<file path="src/rtl/systolic_processing_element.sv">
`default_nettype none
// ============================================================================
// Module  : systolic_processing_element
// Brief   : One MAC tile of a 2-D systolic array; forwards a/b, emits c+a*b.
// Revision: 1.0 - initial release
// ============================================================================
module systolic_processing_element #(
    parameter int WIDTH    = 8,
    parameter bit SIGNED   = 1'b0,
    parameter bit SATURATE = 1'b0
) (
    input  logic             clk,
    input  logic             rst,
    input  logic             en,
    input  logic [WIDTH-1:0] a_in,
    input  logic [WIDTH-1:0] b_in,
    input  logic [WIDTH-1:0] c_in,
    output logic [WIDTH-1:0] a_out,
    output logic [WIDTH-1:0] b_out,
    output logic [WIDTH-1:0] c_out
);

    localparam int PROD_W = 2 * WIDTH;
    localparam int SUM_W  = 2 * WIDTH + 1;

    logic [PROD_W-1:0] w_a_ext;
    logic [PROD_W-1:0] w_b_ext;
    logic [PROD_W-1:0] w_prod;
    logic [SUM_W-1:0]  w_sum;
    logic [WIDTH-1:0]  w_mac;

    logic [WIDTH-1:0]  a_d, b_d, c_d;
    logic [WIDTH-1:0]  a_q, b_q, c_q;

    // Operands are extended to full product width so the low 2*WIDTH bits
    // of an unsigned multiply equal the two's-complement product.
    always_comb begin
        w_a_ext = {{WIDTH{SIGNED & a_in[WIDTH-1]}}, a_in};
        w_b_ext = {{WIDTH{SIGNED & b_in[WIDTH-1]}}, b_in};
        w_prod  = w_a_ext * w_b_ext;
        w_sum   = {SIGNED & w_prod[PROD_W-1], w_prod}
                + {{(SUM_W-WIDTH){SIGNED & c_in[WIDTH-1]}}, c_in};
        w_mac   = w_sum[WIDTH-1:0];
        if (SATURATE) begin
            if (SIGNED) begin
                // In range only when every bit above the result sign matches it.
                if (!(&w_sum[SUM_W-1:WIDTH-1]) && (|w_sum[SUM_W-1:WIDTH-1])) begin
                    w_mac = w_sum[SUM_W-1] ? {1'b1, {(WIDTH-1){1'b0}}}
                                           : {1'b0, {(WIDTH-1){1'b1}}};
                end
            end else if (|w_sum[SUM_W-1:WIDTH]) begin
                w_mac = '1;
            end
        end
    end

    always_comb begin
        a_d = a_q;
        b_d = b_q;
        c_d = c_q;
        if (en) begin
            a_d = a_in;
            b_d = b_in;
            c_d = w_mac;
        end
    end

    always_ff @(posedge clk or negedge rst) begin
        if (!rst) begin
            a_q <= '0;
            b_q <= '0;
            c_q <= '0;
        end else begin
            a_q <= a_d;
            b_q <= b_d;
            c_q <= c_d;
        end
    end

    assign a_out = a_q;
    assign b_out = b_q;
    assign c_out = c_q;

endmodule
`default_nettype wire

</file>
<file path="config.mk">
export PLATFORM = sky130hd
export DESIGN_NAME = systolic_processing_element
export DESIGN_NICKNAME = d
export VERILOG_FILES = /design/src/rtl/systolic_processing_element.sv
export SDC_FILE = /design/constraint.sdc
export NUM_CORES = 1
export LEC_CHECK = 0
export CORE_UTILIZATION = 49
export CTS_CLUSTER_DIAMETER = 200
export DETAILED_ROUTE_END_ITERATION = 10
export GPL_ROUTABILITY_DRIVEN = 1
export PLACE_DENSITY = 0.8
export SYNTH_ARGS = -nofsm -noshare
export SYNTH_HDL_FRONTEND = slang
export SYNTH_SLANG_ARGS = --single-unit
</file>
<file path="constraint.sdc">
create_clock -name clk -period 0.8 [get_ports clk]
set_input_delay 0.24 -clock clk [delete_from_list [all_inputs] [get_ports clk]]
set_output_delay 0.24 -clock clk [all_outputs]
set_load 0.02 [all_outputs]
</file>
# Yosys cells after proc, flatten, opt, wreduce, memory -nomap -nowiden
# Cells that the tools add are included.
# Widths: inputs -> output; s select.
# totals
reg_bits	24
latchBits	0
ramBits	0
romBits	0
input_bits	27
out_inout_bits	24
n_memories	0
# op_classes
addsub	1
mul	1
div_mod_pow	0
n_lt_le_gt_ge	0
n_eq_ne	0
n_shift	0
muxes	0
bitwise_logic	0
n_reduce_logical	0
# op_table
operator	count
$add 8x8->8	1
$mul 8x8->8	1

# Longest topological paths before layout
# depth
depth_word	2
ltp_mapped	15
depth_no_buf	15

# Least setup slack after synthesis
# Ideal clock, no wire load.
# synth_path
kind	in2reg
startpoint	in c_in[6]
endpoint	reg c_q[7] (netlist: c_out[7])
t_arrival_ns	3.207
path_slack_ns	-2.549
path_stages	13
cell_sequence	inv_1 > fa_1 > inv_1 > fa_1 > inv_1 > fa_1 > fa_1 > inv_1 > ha_1 > a21oi_1 > xnor2_1 > xnor2_1 > a21oi_1
# synth_between
elab_chain_len	1
# synth_lines
item	line_no	text
start, declared	17	input logic [WIDTH-1:0] c_in,
$add 8x8->8	42	+ {{(SUM_W-WIDTH){SIGNED & c_in[WIDTH-1]}}, c_in};
end signal, assigned	72	c_q <= '0;
end signal, assigned	76	c_q <= c_d;
end, declared	33	logic [WIDTH-1:0] a_q, b_q, c_q;
# No other way between the ends.
# A chain may end at the register's enable or synchronous reset.

# Worst setup path in the final report
# layout_path
startpoint	in b_in[0]
endpoint	reg c_q[5] (netlist: c_out[5])
# layout_between
elab_chain_len	2
# layout_lines
item	line_no	text
start, declared	16	input logic [WIDTH-1:0] b_in,
$mul 8x8->8	40	w_prod = w_a_ext * w_b_ext;
$add 8x8->8	42	
# No other way between the ends.

==> impl_metrics.py <==
metrics = {
    "sta": {
        "worst_slew_pin_slew_ns": 0.263,
        "period_needed_ns": 3.32,
        "hold_viol": 0,
        "rsz0062_at_grt": "yes",
        "fin_skew_ns": 0,
        "slew_viol_final": 0,
        "fmax_mhz": 301,
        "post-route-period-util": 4.15,
        "hold_slack_ns": 0.315,
        "setup_viol": 41,
        "setup_slack_ns": -2.52,
        "fin_tns_setup_ns": -19.97,
        "slew_headroom": 0.823,
    },
    "finish": {
        "nets": 336,
        "finalNonFillerCells": 321,
        "syn_to_final_growth_pct": 68.7,
        "num_antenna_cells": 0,
        "drive_above_1_share": 0.582,
    },
    "grt": {
        "grt_pass1_vias": 1928,
        "grt.overflow.total": 0,
        "grtUsageTotal": 0.318,
        "antenna_found_initial": 0,
        "grt_pass1_wl_um": 9750,
        "grt_max_degree": 18,
    },
    "synthesis": {
        "ys_ff_latch": 24,
        "synth_area_leader_cell": "dfrtp_1",
        "synth_cells": 179,
        "synth_area_leaders": "dfrtp_1 31%, fa_1 19%, mux2_2 13%",
        "synth.distinct_cells": 17,
        "ys.warnings.count": 0,
        "avgSynthCellArea_um2": 10.8,
        "synth-seq-area-share": 0.310,
        "netlist_area_um2": 1940,
        "synth_top_area_share": 0.310,
        "synth_nets": 241,
    },
    "pwr": {
        "combPwrFrac": 0.656,
        "internal_power_mw": 4.38,
        "clock_power_share": 0.109,
        "power_per_cell_area_nw_per_um2": 2180,
        "swShare": 0.384,
        "peakVddDrop_mv": 1.12,
        "p_leak_nw": 1.60,
        "pwr-share-seq": 0.235,
        "power.total_mw": 7.11,
        "p_sw_mw": 2.73,
    },
    "die": {
        "pin_count": 51,
        "die_y_um": 64.9,
        "rows": 22,
        "initial_core_util": 0.522,
        "dieArea_um2": 4210,
        "core_area_um2": 3720,
        "die_x_um": 64.9,
    },
    "clock_tree": {
        "clkLatencyLatePin_ns": 0.26,
        "ctsHoldBuffers": 0,
        "numCtsBuffers": 3,
        "cts_max_path_buffers": 2,
        "clk_pin_slew_ns": 0.10,
        "cts_tree": "yes",
        "clock-root-buffer": "clkbuf_8",
        "cts_num_sinks": 24,
        "cts_htree_levels": 1,
    },
    "worst_setup_path": {
        "cp.arrival_ns": 3.47,
        "cp_slowest_cell": "fa_2",
        "max_stage_delay_ns": 0.56,
        "path_cells": "buf_12, buf_6, nand2_4, fa_2, inv_2, ha_4, ha_4, fa_2, ha_4, inv_2, fa_2, buf_4, buf_6, buf_6, xnor2_2, mux2_4",
        "critical-path-top-delay-family": "adder cells",
        "critPathKind": "input port to flop",
        "cp.required_ns": 0.95,
        "regToRegSetupSlack_ns": -0.24,
        "end_kind": "flop",
        "crit_fanout": 5,
        "worst-path-buf-inv": 7,
        "crit_path_start_kind": "input port",
    },
    "routing": {
        "top_layer": "met4",
        "routed_via_density": 5.36,
        "drt_iter0_drc": 95,
        "ant_nets": 0,
        "vias": 1720,
        "routed_wl_um": 6520,
        "drc_errors": 0,
        "met3_wirelength_um": 297,
        "dr_wl_met2_um": 3420,
        "first_pass_iters": 4,
        "wl_per_cell_um": 20.3,
        "wl_met1_um": 2530,
    },
    "placement": {
        "globalplace.congestion": 0.811,
        "dpl.hpwl_um": 3920,
        "portBuffers": 50,
        "placedCellCount": 298,
        "dpl_worst_slack_ns": -3.22,
    },
    "flow_run": {
        "maxCapViolCount": 0,
    },
    "worst_hold_path": {
        "hp-class": "input port to flop",
    },
    "outcome": {
        "outcome": "finished with violations",
        "violations": "negative setup slack",
    },
}
## placed cells by master, fill, tap and decap left out, types with 3 or more instances in the layout
cell / netlist / layout
fa_2: 0 / 8
and2_1: 11 / 8
xnor2_1: 16 / 14
nand2_1: 21 / 15
mux2_4: 0 / 15
ha_4: 0 / 11
dlygate4sd2_1: 0 / 7
buf_4: 0 / 32
clkbuf_8: 0 / 3
fa_1: 18 / 10
clkbuf_2: 0 / 3
mux2_2: 22 / 7
inv_1: 34 / 21
clkdlybuf4s50_1: 0 / 3
buf_12: 0 / 4
buf_2: 0 / 5
dfrtp_1: 24 / 20
ha_1: 17 / 6
dfrtp_2: 0 / 4
and2_4: 0 / 6
buf_6: 0 / 34
nand2_4: 0 / 3
inv_2: 0 / 13
## timing repair
action / in CTS / in global routing
endpoints found under the hold margin: 0 / 0
cloned: 2 / 0
setup endpoints to repair: 48 / 42
resized for setup: 237 / 29
pin swaps: 27 / 23
setup buffers: 15 / 9
## logic make-up (layout without fill, tap and decap cells)
group,Yosys count,after routing,synth area share
muxes,23,23,0.133
AOI/OAI and AO/OA,5,5,0.0155
xor gates and xnor gates,18,18,0.0813
DFF,24,24,0.310
adders and majority gates,35,35,0.296
and+or+nand+nor,37,37,0.0930
buffers and inverters,37,131,0.0717
## per-stage QoR
step | cell area (um^2) | util
floorplan | 2190 | -
global placement | 2920 | 0.786
detailed placement | 2920 | 0.786
CTS | 3230 | 0.869
global route | 3270 | 0.880
finish | 3270 | 0.880
## Yosys cell counts
cell type	n
buf_1	2
nor2_1	1
nand2_2	1
clkbuf_1	1
mux2i_1	1
ha_1	17
dfrtp_1	24
fa_1	18
xor2_1	2
and2_1	11
and2_2	3
mux2_2	22
xnor2_1	16
a21o_1	2
nand2_1	21
a21oi_1	3
inv_1	34
## cell type report
class	instances	area, um^2
well taps	48	60.1
multi-input cells	118	1510
clock buffers	4	45.0
inverters	34	128
repair buffers	93	920
fillers	160	447
flip-flops and latches	24	606
## worst paths after layout
check                          from  endpoint  cells after the start
setup / recovery            b_in[0]  c_out[5]                     16
min in group asynchronous       rst  a_out[5]                      2
hold / removal              b_in[3]  b_out[3]                      2
max in group asynchronous       rst  c_out[4]                      2
setup reg to reg           c_out[1]  c_out[1]                      3
hold reg to reg            c_out[4]  c_out[4]                      2
## sequential cells by signal, summed over array words and instances (netlist names)
register  cells
b_out         8
a_out         8
c_out         8
## power by group through the flow
| stage | sequential (mW) | clock, mW | combinational (mW) |
|---|---|---|---|
| detailed placement | 1.64 | 0 | 3.77 |
| CTS | 1.66 | 0.771 | 4.37 |
| floorplan | 1.93 | 0 | 2.09 |
| global route | 1.69 | 0.817 | 4.98 |
| finish | 1.67 | 0.775 | 4.66 |
| global placement | 1.63 | 0 | 3.62 |
## metal layers
metal,track usage,vias up
met3,0.0546,24
met2,0.551,63
met1,0.386,889
met4,0.136,0
li1,-,744
met5,0,-
(Power assumes the default switching activity.)
